$ cat config.mk
export PLATFORM = sky130hd
export DESIGN_NAME = uart_rx_cfg
export DESIGN_NICKNAME = d
export VERILOG_FILES = /design/src/rtl/uart_rx_cfg.sv
export SDC_FILE = /design/constraint.sdc
export NUM_CORES = 1
export LEC_CHECK = 0
export ABC_AREA = 1
export CELL_PAD_IN_SITES_DETAIL_PLACEMENT = 2
export CELL_PAD_IN_SITES_GLOBAL_PLACEMENT = 2
export CORE_ASPECT_RATIO = 0.6
export CORE_UTILIZATION = 30
export DETAILED_ROUTE_END_ITERATION = 6
export HOLD_SLACK_MARGIN = 0.03
export PLACE_DENSITY_LB_ADDON = 0.1
export SLEW_MARGIN = 20
export SYNTH_ARGS = -nofsm -noshare
export SYNTH_HDL_FRONTEND = slang
export SYNTH_SLANG_ARGS = --single-unit
$ cat constraint.sdc
create_clock -name i_clk -period 2.3 [get_ports i_clk]
set_clock_uncertainty 0.2 [all_clocks]
set_input_delay 0.46 -clock i_clk [delete_from_list [all_inputs] [get_ports i_clk]]
set_output_delay 0.46 -clock i_clk [all_outputs]
set_load 0.01 [all_outputs]
$ cat src/rtl/uart_rx_cfg.sv
// Parametrised UART receiver: 2-flop synchroniser, frame FSM with parity/stop checking,
// and a first-word-fall-through receive FIFO with parity/framing/overrun pulses.
module uart_rx_cfg #(
    parameter int CLKS_PER_BIT = 651,
    parameter int DATA_BITS    = 8,
    parameter int PARITY_MODE  = 0,
    parameter int STOP_BITS    = 1,
    parameter int FIFO_DEPTH   = 16
) (
    input  logic                                 i_clk,
    input  logic                                 i_rst,
    input  logic                                 i_RX_Serial,
    input  logic                                 i_RX_Read,
    output logic                                 o_RX_DV,
    output logic [DATA_BITS-1:0]                 o_RX_Byte,
    output logic [$clog2(FIFO_DEPTH+1)-1:0]      o_RX_Count,
    output logic                                 o_RX_Busy,
    output logic                                 o_Parity_Err,
    output logic                                 o_Frame_Err,
    output logic                                 o_Overrun
);
    localparam int CNT_W = $clog2(CLKS_PER_BIT);
    localparam int BIT_W = $clog2(DATA_BITS);
    localparam int PTR_W = $clog2(FIFO_DEPTH);
    localparam int CW    = $clog2(FIFO_DEPTH + 1);
    localparam logic [CNT_W-1:0] MID      = CNT_W'((CLKS_PER_BIT - 1) / 2);
    localparam logic [CNT_W-1:0] LAST     = CNT_W'(CLKS_PER_BIT - 1);
    localparam logic [BIT_W-1:0] BIT_LAST = BIT_W'(DATA_BITS - 1);
    localparam logic             STOP_LAST = (STOP_BITS == 2);
    localparam logic [CW-1:0]    FULL     = CW'(FIFO_DEPTH);

    typedef enum logic [2:0] {IDLE, START, DATA, PARITY, STOP} state_t;

    state_t               state, state_n;
    logic                 rx_meta, rx_s;
    logic [CNT_W-1:0]     cnt;
    logic [BIT_W-1:0]     bit_idx;
    logic                 stop_idx;
    logic [DATA_BITS-1:0] shreg;
    logic                 par_bad, frm_bad, commit, last_stop;
    logic                 bit_tick, par_exp;

    logic [DATA_BITS-1:0] mem [FIFO_DEPTH];
    logic [PTR_W-1:0]     wr_ptr, rd_ptr;
    logic [CW-1:0]        count;
    logic                 full, do_wr, do_rd;

    assign bit_tick = (cnt == LAST);
    assign par_exp  = (^shreg) ^ (PARITY_MODE == 2);

    always_ff @(posedge i_clk) begin
        if (i_rst) state <= IDLE;
        else       state <= state_n;
    end

    always_comb begin
        state_n   = state;
        last_stop = 1'b0;
        unique case (state)
            IDLE:   if (!rx_s) state_n = START;
            START:  if (cnt == MID) state_n = rx_s ? IDLE : DATA;
            DATA:   if (bit_tick && bit_idx == BIT_LAST)
                        state_n = (PARITY_MODE != 0) ? PARITY : STOP;
            PARITY: if (bit_tick) state_n = STOP;
            STOP:   if (bit_tick && stop_idx == STOP_LAST) begin
                        state_n   = IDLE;
                        last_stop = 1'b1;
                    end
            default: state_n = IDLE;
        endcase
    end

    // Counter restarts on every state change so each phase measures from its own entry.
    always_ff @(posedge i_clk) begin
        if (i_rst) begin
            rx_meta  <= 1'b1;
            rx_s     <= 1'b1;
            cnt      <= '0;
            bit_idx  <= '0;
            stop_idx <= 1'b0;
            par_bad  <= 1'b0;
            frm_bad  <= 1'b0;
            commit   <= 1'b0;
        end else begin
            rx_meta <= i_RX_Serial;
            rx_s    <= rx_meta;
            cnt     <= (state_n != state || bit_tick || state == IDLE) ? '0 : cnt + 1'b1;
            commit  <= last_stop;
            if (state == START && state_n == DATA) begin
                bit_idx  <= '0;
                stop_idx <= 1'b0;
                par_bad  <= 1'b0;
                frm_bad  <= 1'b0;
            end
            if (state == DATA && bit_tick) bit_idx <= bit_idx + 1'b1;
            if (state == PARITY && bit_tick) par_bad <= (rx_s != par_exp);
            if (state == STOP && bit_tick) begin
                stop_idx <= 1'b1;
                if (!rx_s) frm_bad <= 1'b1;
            end
        end
    end

    // Shift register holds the frame until commit; the next frame cannot sample data before then.
    always_ff @(posedge i_clk) begin
        if (state == DATA && bit_tick) shreg <= {rx_s, shreg[DATA_BITS-1:1]};
    end

    assign full  = (count == FULL);
    assign do_wr = commit && !frm_bad && !par_bad && (!full || i_RX_Read);
    assign do_rd = i_RX_Read && (count != '0 || do_wr);

    always_ff @(posedge i_clk) begin
        if (do_wr) mem[wr_ptr] <= shreg;
    end

    always_ff @(posedge i_clk) begin
        if (i_rst) begin
            wr_ptr       <= '0;
            rd_ptr       <= '0;
            count        <= '0;
            o_Frame_Err  <= 1'b0;
            o_Parity_Err <= 1'b0;
            o_Overrun    <= 1'b0;
        end else begin
            o_Frame_Err  <= commit && frm_bad;
            o_Parity_Err <= commit && !frm_bad && par_bad;
            o_Overrun    <= commit && !frm_bad && !par_bad && full && !i_RX_Read;
            if (do_wr) wr_ptr <= wr_ptr + 1'b1;
            if (do_rd) rd_ptr <= rd_ptr + 1'b1;
            case ({do_wr, do_rd})
                2'b10:   count <= count + 1'b1;
                2'b01:   count <= count - 1'b1;
                default: count <= count;
            endcase
        end
    end

    assign o_RX_DV    = (count != '0);
    assign o_RX_Byte  = o_RX_DV ? mem[rd_ptr] : '0;
    assign o_RX_Count = count;
    assign o_RX_Busy  = (state == DATA) || (state == PARITY) || (state == STOP);

endmodule

==> results of run 1 <==
## synthesized netlist by cell type, drive strengths merged
| library cell | number |
|---|---|
| a21oi | 44 |
| a31oi | 1 |
| buf | 16 |
| clkbuf | 9 |
| clkinv | 1 |
| dfxtp | 42 |
| edfxtp | 136 |
| fa | 1 |
| ha | 14 |
| inv | 51 |
| nand2 | 136 |
| nand3 | 47 |
| nand3b | 1 |
| nand4 | 7 |
| nor2 | 107 |
| nor3 | 5 |
| nor4 | 1 |
| o211ai | 8 |
| o21a | 1 |
| o21ai | 53 |
| o221ai | 8 |
| o31ai | 8 |
| or2 | 3 |
| xnor2 | 4 |
| xor2 | 7 |
## worst max-delay path, cell delays in order, from the launching register on
cell and delay (ns):
dfxtp_4 0.42, buf_12 0.12, buf_12 0.13, buf_16 0.13, nor2_1 0.05, o211ai_1 0.35, nand3_2 0.13, a21oi_2 0.12
buf_2 0.14
## routing by layer
metal | GRT usage [%] | vias up | routed length [um]
li1 | - | 2697 | -
met1 | 30.7 | 3063 | 13300
met2 | 34.5 | 95 | 12800
met3 | 3.27 | 21 | 970
met4 | 6.32 | 0 | 325
met5 | 0 | - | 0
## power breakdown
part	switching [uW]	total [uW]	internal [uW]
clock network	1330	3140	1810
registers	96.9	3590	3490
logic	2430	4510	2070
## registers in the layout (all words and copies together), names as in the netlist, named ones only
name	cells
frm_bad	1
rx_s	1
cnt	10
state	3
bit_idx	3
o_Overrun	1
rd_ptr	4
o_Parity_Err	1
mem	128
rx_meta	1
commit	1
stop_idx	1
shreg	8
o_RX_Count	5
par_bad	1
wr_ptr	4
o_Frame_Err	1
## worst paths after layout
| check | start | end | slack (ns) | cells after the start |
|---|---|---|---|---|
| min reg2reg | rx_meta$_SDFF_PP1_ | rx_s$_SDFF_PP1_ | 0.22 | 1 |
| max | register | o_RX_Byte[0] | -0.42 | 8 |
| min | rx_meta$_SDFF_PP1_ | rx_s$_SDFF_PP1_ | 0.22 | 1 |
| max reg2reg | o_RX_Count[3]$_SDFFE_PP0P_ | o_RX_Count[4]$_SDFFE_PP0P_ | -0.16 | 13 |
## cell type report
type | instances | area share [%]
repair buffers | 125 | 12.4
flip-flops and latches | 178 | 47.8
well taps | 322 | 3.91
multi-input cells | 456 | 27.9
inverters | 52 | 2.00
clock buffers | 18 | 4.16
clock inverters | 14 | 1.83
## kinds of logic after synthesis
| kind of cell | synth area share [%] |
|---|---|
| XOR/XNOR | 1.27 |
| AO/OA/AOI/OAI | 9.19 |
| AND/OR/NAND/NOR | 17.7 |
| buffers and inverters | 4.26 |
| adder cells (fa/ha/maj) | 2.58 |
| flip-flops | 65.0 |
## metrics by stage
step	utilization, %	power (uW)	hold slack (ns)	worst slack (ns)
after global routing	42.1	11700	0.230	-0.482
after global placement	35.8	6650	0.204	-0.361
after detailed placement	35.8	6750	0.201	-0.387
after floorplan	-	5080	0.189	-0.0250
after CTS	41.6	11100	0.225	-0.389
final	42.1	11200	0.224	-0.420
## what timing repair did
item	4_1_cts	5_1_grt
setup endpoints to repair	13	102
cloned	9	0
pin swaps	65	41
setup buffers	16	3
resized for setup	154	41
## placed cells by master, fill, tap and decap left out, drive strengths merged
cell and instances:
xnor2 4, or2 3, a21oi 44, bufinv 4, nor4 1, clkinvlp 6, inv 50, nand2 136
buf 110, o31ai 8, clkdlybuf4s50 11, nor2 107, a31oi 1, o221ai 8, clkinv 6, o21ai 53
nand4 7, fa 1, o21a 1, xor2 7, nand3 47, nand3b 1, clkbuf 20, o211ai 8
dfxtp 42, edfxtp 136, ha 14, nor3 5, bufbuf 2
==> metrics.md, run 1 <==
| Metric | Value |
|---|---|
| Min-delay worst type | register to register |
| Fill count | 2,470 |
| Post-synth top area share | 53.9% |
| Number of port buffers | 21 |
| First-pass GRT wire length | 40.8 mm |
| Element type at the critical path end | primary output |
| Synth cell types | 40 |
| Overflow after GRT | 0 |
| Cts hold-fix bufs | 0 |
| Post-Syn Area | 7580 um2 |
| Final Cell Area | 10,300 um2 |
| Tcrit/Tclk final | 118% |
| Vias | 5,876 |
| Lkg Pwr | 0.00377 uW |
| Vert. Die Dim | 125 um |
| Antenna diode count | 0 |
| Post-synth net total | 730 |
| Failing checks | negative setup slack |
| Share of layout cells above drive strength 1 | 33.1% |
| Slew HR | 67.2% |
| Initial core utilization | 30.9% |
| Ys Warns | 0 |
| Drt pass-1 iters | 5 |
| Syn Area/Cell | 10.7 um2 |
| Fin worst setup slack | -0.420 ns |
| Initial antenna violation count | 1 |
| Achievable frequency | 0.368 GHz |
| Max-cap viol count | 0 |
| Routed vias/inst | 5.04 |
| Row count | 44 |
| Clock Tree Root | clkbuf_16 |
| TritonCTS Buffers | 17 |
| Finish-stage setup viols | 11 |
| Sequential-to-total area share from yosys stat | 65.0% |
| Worst path required time | 1.64 ns |
| Core ar. | 24,500 um2 |
| Area post-placement | 8780 um2 |
| Setup TNS | -3.36 ns |
| PD cells | 1090 nW/um2 |
| Crit-path max FO | 5 |
| Worst-skew pair later-pin latency | 0.45 ns |
| Fin. Hold Viols | 0 |
| Clock Path Buffers | 2 |
| Largest net degree at the start of global routing | 26 |
| Routability congestion estimate | 0.834 |
| Detailed Route WL | 27.3 mm |
| CP startpoint kind | register |
| Area leader, netlist | edfxtp_1 |
| CP Class | register to primary output |
| Synth-to-Final Area Change | 36.0% |
| Outcome | complete, but fails checks |
| Die footprint | 25,900 um2 |
| WL/cell | 23.4 um |
| H-tree Lvls | 4 |
| Clock sink total | 178 |
| DRC violations left | 0 |
| Final HPWL DP | 17.8 mm |
| Layout Cells excl Fill | 1,165 |
| Nets | 849 |
| CTS tree | done |
| Worst-Margin Slew | 0.491 ns |
| Main area contributors after synthesis | edfxtp_1, dfxtp_1, nand2_1 |
| Final Max Tran Viols | 0 |
| Max rail drop VDD | 458 uV |
| Worst-path clk slew | 0.07 ns |
| Multi-input gate area | 2880 um2 |
| Crit path time final | 2.72 ns |
| Register area | 4930 um2 |
| GRT Util Overall | 21.7% |
| Unrepaired setup endpoints after global routing | yes |
| DR iter-0 viols | 366 |
| Cells after Synth | 711 |
| Vias in the first global route | 6,440 |
| Top-level port count | 22 |
| Placed Cells | 1,111 |
| CP arrival | 2.06 ns |
| Flops & latches, synth | 178 |
| Final ANT Viol Nets | 0 |
| Die width | 207 um |
Note: power is estimated with default switching activity, not from simulation.
==> run 2: changes to the inputs <==
clock period = 3.4 ns   (was 2.3 ns; I/O delays follow)
==> run 2 against run 1 <==
The run now ends clean. Critical path depth is the same. Sequential power shrank 32%. Non-clock buffer count shrank 67. Count of clock-buffer cells in the layout shrank 1. Cell count shrank 5.7%. Largest power group is now registers. Highest routed layer unchanged.
==> metrics.md, run 2 (synthesis results as in run 1) <==
| Metric | Value |
|---|---|
| Crit-path max FO | 20 (+15) |
| Routed vias/inst | 4.97 (-1.4%) |
| CP max stage delay | 0.56 ns (+0.14 ns) |
| Vias in the first global route | 5,976 (-7.2%) |
| Max rail drop VDD | 331 uV (-28%) |
| Finish-stage setup viols | 0 (-11) |
| Lkg Pwr | 0.00334 uW (-11%) |
| Most common cell after layout, fill and taps aside | edfxtp_1 |
| Vias | 5,463 (-7.0%) |
| Initial antenna violation count | 0 (-1) |
| TritonCTS Buffers | 17 (unchanged) |
| Slew HR | 36.8% (-30 points) |
| Synth-to-Final Area Change | 19.9% |
| Overflow after GRT | 0 (unchanged) |
| H-tree Lvls | 4 (unchanged) |
| CP startpoint kind | register |
| Detailed Route WL | 24.2 mm (-11%) |
| Final Cell Area | 9090 um2 (-12%) |
| Largest net degree at the start of global routing | 33 (+27%) |
| Initial core utilization | 30.9% (unchanged) |
| CTS tree | done |
| Final ANT Viol Nets | 0 (unchanged) |
| Worst-Margin Slew | 0.948 ns (+0.457 ns) |
| Share of layout cells above drive strength 1 | 13.5% (-20 points) |
| Cts hold-fix bufs | 0 (unchanged) |
| Cells along the critical path | inv_12 > buf_12 > buf_4 > nor2_1 > o221ai_1 > nand3_1 > a21oi_2 > clkdlybuf4s50_1 |
| Multi-input gate area | 2360 um2 (-18%) |
| Worst-path clk slew | 0.07 ns (about the same) |
| Vert. Die Dim | 125 um (unchanged) |
| Min-delay worst type | register to register |
| Routability congestion estimate | 0.783 (-6.2%) |
| Slowest-stage cell, CP | clkdlybuf4s50_1 |
| Layout Cells excl Fill | 1,099 (-5.7%) |
| Register area | 4930 um2 (about the same) |
| Top-level port count | 22 (unchanged) |
| GRT Util Overall | 19.6% (-2.1 points) |
| Total Power | 6310 uW (-44%) |
| Final Max Tran Viols | 0 (unchanged) |
| Achievable frequency | 0.298 GHz |
| Core ar. | 24,500 um2 (unchanged) |
| Fin. Hold Viols | 0 (unchanged) |
| WL/cell | 22.0 um (-6.1%) |
| Nets | 782 (-7.9%) |
| Largest register FFs | 128 (unchanged) |
| CP arrival | 2.47 ns (+0.41 ns) |
| Regs by FF count | mem (128), cnt (10), shreg (8) |
| Crit path time final | 3.35 ns |
| PD cells | 694 nW/um2 (-36%) |
| Clock sink total | 178 (unchanged) |
| First-pass GRT wire length | 37.1 mm (-9.1%) |
| Tcrit/Tclk final | 98.7% |
| Fill count | 2,574 (+4.2%) |
| Max-cap viol count | 0 (unchanged) |
| Drt pass-1 iters | 4 (-1) |
| Area post-placement | 8350 um2 (-4.8%) |
| Placed Cells | 1,062 (-4.4%) |
| Unrepaired setup endpoints after global routing | yes |
| Worst-skew pair later-pin latency | 0.44 ns (about the same) |
| Final HPWL DP | 16.0 mm (-9.9%) |
| DRC violations left | 0 (unchanged) |
| Die width | 207 um (unchanged) |
| Most frequent cells in the layout | edfxtp_1, nand2_1, nor2_1 |
| Die footprint | 25,900 um2 (unchanged) |
| Worst path required time | 2.52 ns (+0.88 ns) |
| Hold WS | 0.208 ns (-0.0158 ns) |
| Clock Path Buffers | 2 (unchanged) |
| CP Class | register to primary output |
| Number of port buffers | 21 (unchanged) |
| Final Util | 37.1% (-5.0 points) |
| Outcome | complete, no violations |
| Row count | 44 (unchanged) |
| Top reg by flops | mem |
| DR iter-0 viols | 285 (-22%) |
| Clock Tree Root | clkbuf_16 |
| Element type at the critical path end | primary output |
[run 2: changes by cell type in the layout (fill, tap and decap cells not counted), moves of 10 or more]
cell | previous run | this run
nand3_2 | 19 | 2
nand3_1 | 27 | 44
o21ai_1 | 17 | 3
nand2_2 | 25 | 6
nor2_1 | 86 | 96
a21oi_2 | 14 | 4
a21oi_1 | 22 | 40
o21ai_0 | 26 | 48
buf_4 | 78 | 29
nand2_1 | 108 | 129
[run 2: timing repair]
| item | CTS | global route |
|---|---|---|
| pin swaps | 3 | 1 |
| gates resized for setup | 11 | 10 |
| gates cloned | 3 | 0 |
| endpoints found under the setup margin | 8 | 5 |
| setup buffers | 1 | 0 |
| endpoints found under the hold margin | 0 | 0 |
[run 2: worst paths after layout]
| kind | start | end | slack (ns) | cells after the start |
|---|---|---|---|---|
| setup reg to reg | o_RX_Count[0]$_SDFFE_PP0P_ | o_RX_Count[4]$_SDFFE_PP0P_ | 0.49 | 12 |
| hold / removal | rx_meta$_SDFF_PP1_ | rx_s$_SDFF_PP1_ | 0.21 | 1 |
| setup / recovery | register | o_RX_Byte[1] | 0.05 | 8 |
| hold reg to reg | rx_meta$_SDFF_PP1_ | rx_s$_SDFF_PP1_ | 0.21 | 1 |
[run 2: stage by stage]
step                TNS, ns  worst slack, ns
floorplan                 0            0.887
global placement          0            0.284
detailed placement        0            0.107
CTS                 -0.0924          -0.0328
global route         -0.113           -0.113
finish                    0           0.0457
[run 2: routing by layer]
layer | vias to the layer above | wire length, um | track usage, %
met3 | 14 | 1180 | 4.12
met1 | 2810 | 12100 | 28.1
met5 | - | 0 | 0
met4 | 0 | 206 | 4.08
li1 | 2563 | - | -
met2 | 76 | 10700 | 30.4
[run 2: report_power, final]
| group | total [uW] | internal, uW | switching, uW |
|---|---|---|---|
| Sequential | 2440 | 2360 | 80.3 |
| Clock | 1930 | 1070 | 857 |
| Combinational | 1940 | 742 | 1190 |
[run 2: worst max-delay path, delay by kind of cell, from the launching register on]
kind | cells | cell delay [ns]
buffers and inverters | 4 | 1.02
AND/OR/NAND/NOR | 2 | 0.17
AO/OA/AOI/OAI | 2 | 0.40
flip-flops | 1 | 0.41
[run 2: area by class of cell]
type / count / area share (%)
Antenna cell: 1 / 0.0275
Clock buffer: 17 / 4.68
Clock inverter: 15 / 1.57
Inverter: 52 / 2.29
Multi-Input combinational cell: 456 / 26.0
Sequential cell: 178 / 54.2
Tap cell: 322 / 4.43
Timing Repair Buffer: 58 / 6.80
